$ cat config.mk
export PLATFORM = sky130hd
export DESIGN_NAME = uart_rx_deframer
export DESIGN_NICKNAME = d
export VERILOG_FILES = /design/src/rtl/uart_rx_deframer.sv
export SDC_FILE = /design/constraint.sdc
export NUM_CORES = 1
export LEC_CHECK = 0
export ABC_AREA = 1
export CAP_MARGIN = 40
export CORE_MARGIN = 2
export CORE_UTILIZATION = 57
export DETAILED_ROUTE_END_ITERATION = 10
export PLACE_DENSITY = 0.78
export SLEW_MARGIN = 20
export SYNTH_ARGS = -nofsm -noshare
export SYNTH_HDL_FRONTEND = slang
export SYNTH_SLANG_ARGS = --single-unit
$ cat constraint.sdc
create_clock -name clk -period 2.26 [get_ports clk]
set_input_delay 0.452 -clock clk [delete_from_list [all_inputs] [get_ports clk]]
set_output_delay 0.452 -clock clk [all_outputs]
set_load 0.01 [all_outputs]
$ cat src/rtl/uart_rx_deframer.sv
// uart_rx_deframer
// ----------------
// Asynchronous 8N1 UART receiver feeding the Peripheral UART register set.
// The raw line is brought into the clk domain through a two-flop
// synchroniser. A start bit is qualified at mid-bit, 8 data bits are sampled
// LSB first at mid-bit, and the stop bit is checked at mid-stop. A good byte
// is handed over with a valid/ack handshake. Error flags are sticky and are
// cleared by rx_ack.
//
// Optional build macro: UART_RX_PARITY_EN
//   When defined, an even-parity bit is expected between data bit 7 and the
//   stop bit. The frame is then 11 bits long and the parity_err port exists.
//
// Ports
//   clk        in   system clock, rising edge
//   reset      in   synchronous, active-high
//   UART_RX    in   raw serial line, idles high, asynchronous to clk
//   rx_ack     in   one-cycle pulse when the RX data register is read
//   rx_data    out  [7:0] last accepted byte
//   rx_valid   out  rx_data holds an unread byte
//   rx_busy    out  a frame is in progress
//   frame_err  out  sticky, a stop bit was sampled low
//   overrun    out  sticky, a byte completed while rx_valid was already 1
//   parity_err out  sticky, parity mismatch (UART_RX_PARITY_EN only)
module uart_rx_deframer #(
  parameter int CLKS_PER_BIT = 5208,
  parameter int HALF_BIT     = CLKS_PER_BIT / 2
) (
  input  logic       clk,
  input  logic       reset,
  input  logic       UART_RX,
  input  logic       rx_ack,
  output logic [7:0] rx_data,
  output logic       rx_valid,
  output logic       rx_busy,
  output logic       frame_err,
  output logic       overrun
`ifdef UART_RX_PARITY_EN
  ,
  output logic       parity_err
`endif
);

  localparam int CW = $clog2(CLKS_PER_BIT);
  localparam logic [CW-1:0] BIT_LAST  = CW'(CLKS_PER_BIT - 1);
  localparam logic [CW-1:0] HALF_LAST = CW'(HALF_BIT - 1);

  typedef enum logic [2:0] {
    IDLE,
    START,
    DATA,
`ifdef UART_RX_PARITY_EN
    PARITY,
`endif
    STOP
  } state_t;

  state_t        state, state_nx;
  logic [CW-1:0] cnt, cnt_nx;
  logic [2:0]    bit_idx, bit_idx_nx;
  logic          shift_en;
  logic          stop_tick;
  logic [7:0]    shift;

  logic          sync_p0, sync_p1, rxs_p2;
  logic          vld_p0, vld_p1;
  logic          armed;
  logic          rxs;
  logic          fall;

  logic [7:0]    byte_p0;
  logic          good_vld_p0;
  logic          ferr_vld_p0;

`ifdef UART_RX_PARITY_EN
  logic          par_tick;
  logic          par_bad;
  logic          perr_vld_p0;

  function automatic logic even_parity_ok(input logic [7:0] d, input logic p);
    return ~^{d, p};
  endfunction
`endif

  assign rxs     = sync_p1;
  assign fall    = armed && rxs_p2 && !rxs;
  assign rx_busy = (state != IDLE);

  // ---- stage p0/p1: synchroniser, p2: previous synchronised sample ----
  // vld_pN marks when the synchroniser holds real line data rather than the
  // reset preset, so a line held low through reset is not mistaken for a
  // falling edge. armed goes high once the real line has been seen high.
  always_ff @(posedge clk) begin
    if (reset) begin
      sync_p0 <= 1'b1;
      sync_p1 <= 1'b1;
      rxs_p2  <= 1'b1;
      vld_p0  <= 1'b0;
      vld_p1  <= 1'b0;
      armed   <= 1'b0;
    end else begin
      sync_p0 <= UART_RX;
      sync_p1 <= sync_p0;
      rxs_p2  <= sync_p1;
      vld_p0  <= 1'b1;
      vld_p1  <= vld_p0;
      if (vld_p1 && sync_p1) begin
        armed <= 1'b1;
      end
    end
  end

  always_ff @(posedge clk) begin
    if (reset) begin
      state   <= IDLE;
      cnt     <= '0;
      bit_idx <= '0;
    end else begin
      state   <= state_nx;
      cnt     <= cnt_nx;
      bit_idx <= bit_idx_nx;
    end
  end

  always_comb begin
    state_nx   = state;
    cnt_nx     = cnt;
    bit_idx_nx = bit_idx;
    shift_en   = 1'b0;
    stop_tick  = 1'b0;
`ifdef UART_RX_PARITY_EN
    par_tick   = 1'b0;
`endif
    case (state)
      IDLE: begin
        cnt_nx = '0;
        if (fall) begin
          state_nx = START;
        end
      end
      START: begin
        if (cnt == HALF_LAST) begin
          cnt_nx     = '0;
          bit_idx_nx = '0;
          state_nx   = rxs ? IDLE : DATA;
        end else begin
          cnt_nx = cnt + CW'(1);
        end
      end
      DATA: begin
        if (cnt == BIT_LAST) begin
          cnt_nx   = '0;
          shift_en = 1'b1;
          if (bit_idx == 3'd7) begin
`ifdef UART_RX_PARITY_EN
            state_nx = PARITY;
`else
            state_nx = STOP;
`endif
          end else begin
            bit_idx_nx = bit_idx + 3'd1;
          end
        end else begin
          cnt_nx = cnt + CW'(1);
        end
      end
`ifdef UART_RX_PARITY_EN
      PARITY: begin
        if (cnt == BIT_LAST) begin
          cnt_nx   = '0;
          par_tick = 1'b1;
          state_nx = STOP;
        end else begin
          cnt_nx = cnt + CW'(1);
        end
      end
`endif
      STOP: begin
        if (cnt == BIT_LAST) begin
          cnt_nx    = '0;
          stop_tick = 1'b1;
          state_nx  = IDLE;
        end else begin
          cnt_nx = cnt + CW'(1);
        end
      end
      default: begin
        state_nx = IDLE;
        cnt_nx   = '0;
      end
    endcase
  end

  always_ff @(posedge clk) begin
    if (shift_en) begin
      shift[bit_idx] <= rxs;
    end
  end

`ifdef UART_RX_PARITY_EN
  always_ff @(posedge clk) begin
    if (reset) begin
      par_bad <= 1'b0;
    end else if (par_tick) begin
      par_bad <= !even_parity_ok(shift, rxs);
    end
  end
`endif

  // ---- stage p0: stop-bit sample registered as frame outcome ----
  always_ff @(posedge clk) begin
    if (reset) begin
      good_vld_p0 <= 1'b0;
      ferr_vld_p0 <= 1'b0;
`ifdef UART_RX_PARITY_EN
      perr_vld_p0 <= 1'b0;
`endif
    end else begin
`ifdef UART_RX_PARITY_EN
      good_vld_p0 <= stop_tick && rxs && !par_bad;
      perr_vld_p0 <= stop_tick && par_bad;
`else
      good_vld_p0 <= stop_tick && rxs;
`endif
      ferr_vld_p0 <= stop_tick && !rxs;
    end
  end

  always_ff @(posedge clk) begin
    if (stop_tick) begin
      byte_p0 <= shift;
    end
  end

  // ---- output stage: delivery and sticky flags ----
  // rx_ack clears first; a same-cycle delivery or error then overrides it.
  always_ff @(posedge clk) begin
    if (reset) begin
      rx_data    <= 8'h00;
      rx_valid   <= 1'b0;
      frame_err  <= 1'b0;
      overrun    <= 1'b0;
`ifdef UART_RX_PARITY_EN
      parity_err <= 1'b0;
`endif
    end else begin
      if (rx_ack) begin
        rx_valid   <= 1'b0;
        frame_err  <= 1'b0;
        overrun    <= 1'b0;
`ifdef UART_RX_PARITY_EN
        parity_err <= 1'b0;
`endif
      end
      if (good_vld_p0) begin
        if (!rx_valid || rx_ack) begin
          rx_data  <= byte_p0;
          rx_valid <= 1'b1;
        end else begin
          overrun <= 1'b1;
        end
      end
      if (ferr_vld_p0) begin
        frame_err <= 1'b1;
      end
`ifdef UART_RX_PARITY_EN
      if (perr_vld_p0) begin
        parity_err <= 1'b1;
      end
`endif
    end
  end

endmodule

==> qor.yml, run 1 <==
run_status: "complete, no violations"
diodes: 0
clk_pin_slew_worst_paths_ns: 0.09
cts_sinks: 53
syn_nets: 258
hold_violations: 0
clk_latency_ns: 0.31
arrival_ns: 1.46
die_x_um: 66.2
synth_area_mm2: 0.00221
finalCriticalPeriod_ns: 1.91
ant_nets: 0
p_total_mw: 1.98
wire_per_inst_um: 10.8
remaining_drc_errors: 0
grt_pass1_vias: 1500
grt_setup_unrepaired: "no"
r2r_start: "cnt[0]"
initial_utilization_pct: 59.9
critical_path_class: "register to output port"
hold_ws_ns: 0.410
cts-root-buf: "clkbuf_8"
grt_pass1_wl_mm: 6.24
cts_setup_buffers: 0
place_ws_ns: 0.551
synth.top_cell.area_share_pct: 33.5
yosys_warnings: 0
hp-class: "register to register"
area_delta_synth_final_pct: 13.4
skew_ns: 0.00863
report.final.slew_viol_count: 0
hp-start: "vld_p0"
timing.rr.end: "shift[7]"
cts.path.max_buffers: 2
cts-resized-gates: 0
async_flop_share_pct: 0
hold-path-endpoint: "vld_p1"
crit_buf_inv: 2
synth-edff-count: 16
rows: 22
worst_setup_path_end_kind: "output port"
critPathSlowestCell: "clkdlybuf4s50_1"
final.period_utilization_pct: 84.5
setup_tns_ns: 0
leakage_nw: 0.975
grt_max_degree: 18
required_ns: 1.81
dieArea_mm2: 0.00439
dpl.hpwl_mm: 2.59
synthFlopType: "dfxtp_1"
cts_tree: "done"
power_density_mw_per_mm2: 790
detail_route.vias_per_cell: 4.86
initialDrtViolationCount: 75
ys_types: 25
worst_path_largest_cell_delay_ns: 0.53
fin_ws_ns: 0.351
ctsHoldBuffers: 0
drt_pass1_iterations: 4
antenna_found_initial: 0
hold_depth: 2
ys_seq_area_share_pct: 55.3
setup_viol: 0
syn_area_per_cell_um2: 8.80
crit_chain: "inv_1 > nand2_1 > clkdlybuf4s50_1"
finalInstanceArea_mm2: 0.00250
cts_buffers: 5
startpoint_type: "register"
pin_count: 16
vias: 1565
maxCapViolCount: 0
place_congestion: 0.846
place_area_mm2: 0.00242
cp_max_fo: 6
wirelength_mm: 3.48
ys_ff_latch: 53
synth.area.top_cells: "dfxtp_1, edfxtp_1, nor2_1"
crit_family: "buffers and inverters"
ir_worst_vdd_mv: 0.536
clock.fmax_mhz: 524
core-area_mm2: 0.00369
r2r.worst_path.cells: 6
drive_above_1_share_pct: 14.6
die_y_um: 66.2
tightestPinTransition_ns: 0.345
syn_inst: 251
grt_overflow: 0
io_buffers: 15
reg2reg_slack_ns: 0.62
fin_nets: 280
grt_use_total_pct: 18.7
synth_top_area_cell: "dfxtp_1"
cts_max_level: 2
relSlewSlack_pct: 77.0
## area by class of cell
type	instances	area, um^2
clock buffer	6	72.6
fill	315	1180
clock inverter	2	13.8
timing repair buffer	17	165
multi-input combinational	164	851
sequential	53	1220
inverter	32	120
tap	48	60.1
## cell families (layout without fill, tap and decap cells)
kind of cell	after synthesis	after routing	share of synthesized area [%]
AND/OR/NAND/NOR	133	133	29.3
flip-flops	53	53	55.3
buffers and inverters	34	57	6.18
AO/OA/AOI/OAI	21	21	4.76
XOR/XNOR	7	7	2.78
adder cells (fa/ha/maj)	3	3	1.70
## sequential cells by signal (all words and copies together), names as in the netlist, 2 cells and up
name,cells
state,2
bit_idx,3
byte_p0,8
shift,8
rx_data,8
cnt,13
## cell usage after synthesis (2+ instances only)
library cell / number
nor2_1: 47
nand2_1: 42
dfxtp_1: 37
inv_1: 26
edfxtp_1: 16
o21ai_0: 13
nand3_1: 9
nor2_2: 9
a21oi_1: 8
xor2_1: 7
inv_2: 6
nand2_2: 6
nor3_1: 5
ha_1: 3
or2_2: 3
nand3_4: 2
nand3b_1: 2
nand4_1: 2
nor2_4: 2
## worst reg2reg max path: cells and delay by family, from the launching register on
| kind | cells | cell delay (ns) |
|---|---|---|
| DFF | 1 | 0.36 |
| adders and majority gates | 1 | 0.22 |
| and+or+nand+nor | 5 | 0.77 |
## routing by layer
layer,routed length (um),global-route usage [%]
met4,65,7.65
met3,120,4.09
met5,0,0
met2,1630,31.8
met1,1670,23.0
## placed cells by master, fill, tap and decap left out, types with 5 or more instances in the layout
| cell | instances |
|---|---|
| nor2_1 | 47 |
| nand2_1 | 42 |
| dfxtp_1 | 37 |
| inv_1 | 26 |
| edfxtp_1 | 16 |
| clkdlybuf4s50_1 | 15 |
| o21ai_0 | 13 |
| nor2_2 | 9 |
| nand3_1 | 9 |
| a21oi_1 | 8 |
| xor2_1 | 7 |
| inv_2 | 6 |
| nand2_2 | 6 |
| nor3_1 | 5 |
| clkbuf_8 | 5 |
## where the power goes
group | total (mW) | leakage [nW] | internal (mW) | switching (mW)
sequential | 1.07 | 0.442 | 1.02 | 0.0508
clock | 0.516 | 0.0456 | 0.221 | 0.295
combinational | 0.394 | 0.487 | 0.143 | 0.251
total | 1.98 | 0.975 | 1.38 | 0.597
## stage by stage
step	util, %	std cells
after global placement	65.5	314
after detailed placement	65.5	314
after floorplan	-	251
final	67.9	322
after CTS	67.9	322
after global routing	67.9	322
## worst max-delay path by stage
stage          startpoint         end  cells after the start
6_report         state[0]     rx_busy                      3
5_1_grt          state[0]     rx_busy                      3
4_1_cts          state[0]     rx_busy                      3
3_5_place_dp       rx_ack  rx_data[5]                      7
3_3_place_gp       rx_ack  rx_data[0]                      7
2_1_floorplan      cnt[0]  byte_p0[0]                      5
No activity file was read; power rests on OpenSTA's default activity.
==> inputs of run 2 (changes only) <==
==> constraint.sdc (replaced) <==
create_clock -name clk -period 2 [get_ports clk]
set_input_delay 0.4 -clock clk [delete_from_list [all_inputs] [get_ports clk]]
set_output_delay 0.4 -clock clk [all_outputs]
set_load 0.01 [all_outputs]
==> qor.yml, run 2 (synthesis results as in run 1) <==
run_status: "complete, no violations"
cts_buffers: 5  # unchanged
initialDrtViolationCount: 72  # -4.0%
place_ws_ns: 0.321  # -0.231 ns
setup_viol: 0  # unchanged
crit_chain: "inv_1 > nand2_1 > clkdlybuf4s50_1"
area_delta_synth_final_pct: 14.1
arrival_ns: 1.46  # about the same
final.period_utilization_pct: 93.2
finalInstanceArea_mm2: 0.00252  # +0.60%
detail_route.vias_per_cell: 4.73  # -2.6%
crit_family: "buffers and inverters"
clk_latency_ns: 0.31  # about the same
hold_violations: 0  # unchanged
fin_nets: 281  # +0.36%
power_density_mw_per_mm2: 899  # +14%
critical_path_class: "register to output port"
leakage_nw: 0.978  # +0.36%
relSlewSlack_pct: 79.2  # +2.2 points
combPwrFrac_pct: 20.0  # about the same
place_congestion: 0.823  # -2.8%
required_ns: 1.60  # -0.21 ns
cts-resized-gates: 0  # unchanged
finalCriticalPeriod_ns: 1.86
grt_pass1_wl_mm: 5.66  # -9.2%
rows: 22  # unchanged
top_register: "cnt"
utilization_pct: 68.3  # +0.41 points
maxCapViolCount: 0  # unchanged
io_buffers: 15  # unchanged
dpl.hpwl_mm: 2.47  # -4.7%
cts_max_level: 2  # unchanged
internal_power_mw: 1.57  # +13%
swShare_pct: 30.8  # +0.66 points
layout_commonest_cell: "nor2_1"
pin_count: 16  # unchanged
pwr-share-seq_pct: 53.1  # -0.9 points
core-area_mm2: 0.00369  # unchanged
ir_worst_vdd_mv: 0.608  # +13%
ctsHoldBuffers: 0  # unchanged
antenna_found_initial: 0  # unchanged
cts-root-buf: "clkbuf_8"
largest_reg_flops: 13  # unchanged
grt_overflow: 0  # unchanged
cts.path.max_buffers: 2  # unchanged
vias: 1529  # -2.3%
grt_pass1_vias: 1335  # -11%
worst_path_largest_cell_delay_ns: 0.53  # about the same
final_cell_mix: "nor2_1, nand2_1, dfxtp_1, inv_1, edfxtp_1"
tightestPinTransition_ns: 0.311  # -0.0339 ns
wirelength_mm: 3.31  # -5.1%
cp_max_fo: 6  # unchanged
grt_max_degree: 19  # +1
drive_above_1_share_pct: 15.3  # +0.67 points
fin_ws_ns: 0.137  # -0.214 ns
report.final.slew_viol_count: 0  # unchanged
startpoint_type: "register"
worst_setup_path_end_kind: "output port"
grt_use_total_pct: 17.6  # -1.1 points
ant_nets: 0  # unchanged
remaining_drc_errors: 0  # unchanged
drt_pass1_iterations: 4  # unchanged
diodes: 0  # unchanged
skew_ns: 0.0123  # +0.00365 ns
p_switching_mw: 0.698  # +17%
wire_per_inst_um: 10.2  # -5.3%
clk_pin_slew_worst_paths_ns: 0.10  # about the same
dieArea_mm2: 0.00439  # unchanged
crit_buf_inv: 2  # unchanged
initial_utilization_pct: 59.9  # unchanged
cts_setup_buffers: 0  # unchanged
place_area_mm2: 0.00242  # +0.31%
p_clk_share_pct: 26.9  # +0.8 points
cts_tree: "done"
placed_cells: 315  # +0.32%
fin_cells: 323  # +0.31%
grt_setup_unrepaired: "no"
cts_sinks: 53  # unchanged
die_x_um: 66.2  # unchanged
die_y_um: 66.2  # unchanged
setup_tns_ns: 0  # unchanged
clock.fmax_mhz: 537
hp-class: "register to register"
critPathSlowestCell: "clkdlybuf4s50_1"
[run 2: power by group through the flow]
stage | clock network (mW) | logic, mW | registers (mW)
5_1_grt | 0.680 | 0.516 | 1.21
3_3_place_gp | 0 | 0.446 | 1.23
6_report | 0.608 | 0.453 | 1.20
4_1_cts | 0.632 | 0.455 | 1.20
2_1_floorplan | 0 | 0.363 | 1.22
3_5_place_dp | 0 | 0.452 | 1.23
[run 2: metrics by stage]
stage	total power, mW	hold WS, ns
2_1_floorplan	1.58	0.388
3_3_place_gp	1.67	0.394
3_5_place_dp	1.68	0.397
4_1_cts	2.29	0.411
5_1_grt	2.41	0.429
6_report	2.26	0.406
[run 2: routing by layer]
metal	GRT usage, %	up-vias	routed length [um]	part of all wire (%)
met5	0	-	0	0
met4	10.2	0	101	3.1
met3	4.60	9	136	4.1
met2	27.8	28	1460	44
met1	21.6	656	1610	49
li1	-	836	-	-
[run 2: worst reg2reg max path: stages, from the launching register on]
cell      delay [ns]
dfxtp_1         0.36
ha_1            0.23
nand2_2         0.09
nor2_2          0.17
nand3_4         0.13
nand3b_1        0.19
nor3_1          0.17
[run 2: path summary, 6_finish.rpt]
kind                 start       end  slack [ns]  cells after the start
setup reg to reg    cnt[0]  shift[7]        0.36                      6
hold / removal      vld_p0    vld_p1        0.41                      2
setup / recovery  state[0]   rx_busy        0.14                      3
hold reg to reg     vld_p0    vld_p1        0.41                      2
[run 2: final cells by class]
class | instances | area [um^2]
Inverter | 32 | 120
Clock buffer | 5 | 68.8
Sequential cell | 53 | 1220
Tap cell | 48 | 60.1
Clock inverter | 3 | 25.0
Multi-Input combinational cell | 164 | 851
Timing Repair Buffer | 18 | 173
Fill cell | 306 | 1170
==> inputs of run 3 (changes only) <==
--- a/config.mk
+++ b/config.mk
@@ -8,9 +8,9 @@
 export ABC_AREA = 1
 export CAP_MARGIN = 40
 export CORE_MARGIN = 2
-export CORE_UTILIZATION = 57
+export CORE_UTILIZATION = 36
 export DETAILED_ROUTE_END_ITERATION = 10
-export PLACE_DENSITY = 0.78
+export GPL_TIMING_DRIVEN = 0
 export SLEW_MARGIN = 20
 export SYNTH_ARGS = -nofsm -noshare
 export SYNTH_HDL_FRONTEND = slang
==> qor.yml, run 3 (synthesis results as in run 1) <==
initial_utilization_pct: 37.3  # -23 points
placed_cells: 341  # +8.3%
crit_chain: "inv_1 > nand2_1 > clkdlybuf4s50_1"
grt_setup_unrepaired: "no"
cts-root-buf: "clkbuf_8"
ant_nets: 0  # unchanged
wire_per_inst_um: 9.74  # -4.9%
worst_setup_path_end_kind: "output port"
leakage_nw: 0.975  # -0.29%
timing.rr.end: "byte_p0[0]"
relSlewSlack_pct: 70.1  # -9.2 points
place_congestion: 0.779  # -5.4%
dieArea_mm2: 0.00678  # +54%
final.period_utilization_pct: 92.8  # -0.32 points
die_y_um: 82.3  # +24%
pin_count: 16  # unchanged
antenna_found_initial: 0  # unchanged
top_register: "cnt"
wirelength_mm: 3.40  # +2.8%
grt_max_degree: 19  # unchanged
rows: 28  # +27%
dpl.hpwl_mm: 2.57  # +4.1%
grt_overflow: 0  # unchanged
area_delta_synth_final_pct: 15.4
r2r_start: "cnt[0]"
crit_path_start: "state[0]"
run_status: "complete, no violations"
worst_path_largest_cell_delay_ns: 0.53  # about the same
cts_tree: "done"
die_x_um: 82.3  # +24%
ir_worst_vdd_mv: 0.361  # -41%
required_ns: 1.60  # about the same
clock.fmax_mhz: 539  # +0.35%
fillCellCount: 597  # +95%
drt_pass1_iterations: 4  # unchanged
critical_path_class: "register to output port"
clk_pin_slew_worst_paths_ns: 0.10  # about the same
layout_commonest_cell: "nor2_1"
maxCapViolCount: 0  # unchanged
largest_reg_flops: 13  # unchanged
skew_ns: 0.00967  # -0.00262 ns
remaining_drc_errors: 0  # unchanged
arrival_ns: 1.46  # about the same
detail_route.vias_per_cell: 4.42  # -6.7%
startpoint_type: "register"
cts_buffers: 5  # unchanged
utilization_pct: 43.0  # -25 points
fin_cells: 349  # +8.0%
grt_use_total_pct: 11.5  # -6.0 points
io_buffers: 15  # unchanged
r2r.worst_path.cells: 5  # -1
initialDrtViolationCount: 75  # +4.2%
cts.path.max_buffers: 2  # unchanged
hold_violations: 0  # unchanged
grt_pass1_vias: 1426  # +6.8%
power_density_mw_per_mm2: 894  # -0.52%
cts_sinks: 53  # unchanged
cts_max_level: 2  # unchanged
finalCriticalPeriod_ns: 1.86  # -0.00647 ns
drive_above_1_share_pct: 15.3  # +0.056 points
diodes: 0  # unchanged
tightestPinTransition_ns: 0.449  # +0.138 ns
setup_tns_ns: 0  # unchanged
critPathCapture: "rx_busy"
vias: 1541  # +0.78%
critPathSlowestCell: "clkdlybuf4s50_1"
place_ws_ns: 0.0125  # -0.308 ns
reg2reg_slack_ns: 0.24  # -0.12 ns
core-area_mm2: 0.00592  # +61%
final_cell_mix: "nor2_1, nand2_1, dfxtp_1, inv_1, edfxtp_1"
hp-class: "register to register"
report.final.slew_viol_count: 0  # unchanged
fin_ws_ns: 0.143  # +0.00647 ns
setup_viol: 0  # unchanged
fin_nets: 280  # -0.36%
cp_max_fo: 6  # unchanged
clk_latency_ns: 0.31  # about the same
grt_pass1_wl_mm: 5.92  # +4.5%
p_total_mw: 2.28  # +0.67%
-- run 3: worst max-delay path, delay by kind of cell, from the launching register on --
kind | cells | cell delay (ns)
buffers and inverters | 2 | 0.62
AND/OR/NAND/NOR | 1 | 0.07
flip-flops | 1 | 0.47
-- run 3: final cells by class --
| cell class | count | area [um^2] | area share, % |
|---|---|---|---|
| Multi-Input combinational cell | 164 | 853 | 33.5 |
| Clock buffer | 5 | 68.8 | 2.70 |
| Sequential cell | 53 | 1220 | 47.9 |
| Clock inverter | 3 | 25.0 | 0.982 |
| Inverter | 32 | 120 | 4.71 |
| Timing Repair Buffer | 15 | 150 | 5.89 |
| Buffer | 2 | 16.3 | 0.638 |
| Tap cell | 75 | 93.8 | 3.68 |
-- run 3: layer usage --
layer | vias up | track usage, % | wire (um)
met5 | - | 0 | 0
met4 | 0 | 4.50 | 34
met3 | 4 | 3.59 | 118
met2 | 24 | 20.6 | 1720
met1 | 677 | 12.7 | 1520
li1 | 836 | - | -
-- run 3: worst min-delay path by stage --
stage / from / slack, ns / endpoint / cells after the start
after floorplan: vld_p0 / 0.39 / vld_p1 / 2
after global placement: vld_p0 / 0.39 / vld_p1 / 2
after detailed placement: vld_p0 / 0.40 / vld_p1 / 2
after CTS: vld_p0 / 0.41 / vld_p1 / 2
after global routing: shift[1] / 0.44 / byte_p0[1] / 0
final: vld_p0 / 0.41 / vld_p1 / 2
-- run 3: per-stage QoR --
step	hold WS, ns	area [um^2]
after floorplan	0.388	2210
after global placement	0.392	2450
after detailed placement	0.397	2450
after CTS	0.412	2550
after global routing	0.435	2550
final	0.412	2550
-- run 3: power by group --
group | internal (mW) | leakage, nW | switching, mW
Sequential | 1.15 | 0.442 | 0.0534
Clock | 0.256 | 0.0466 | 0.370
Combinational | 0.171 | 0.486 | 0.277
Total | 1.58 | 0.975 | 0.700
-- run 3: timing repair --
action                                  in CTS  in global routing
buffers inserted                             0                  0
hold buffers                                 0                  0
endpoints found under the setup margin       4                  0
resized for setup                            1                  0
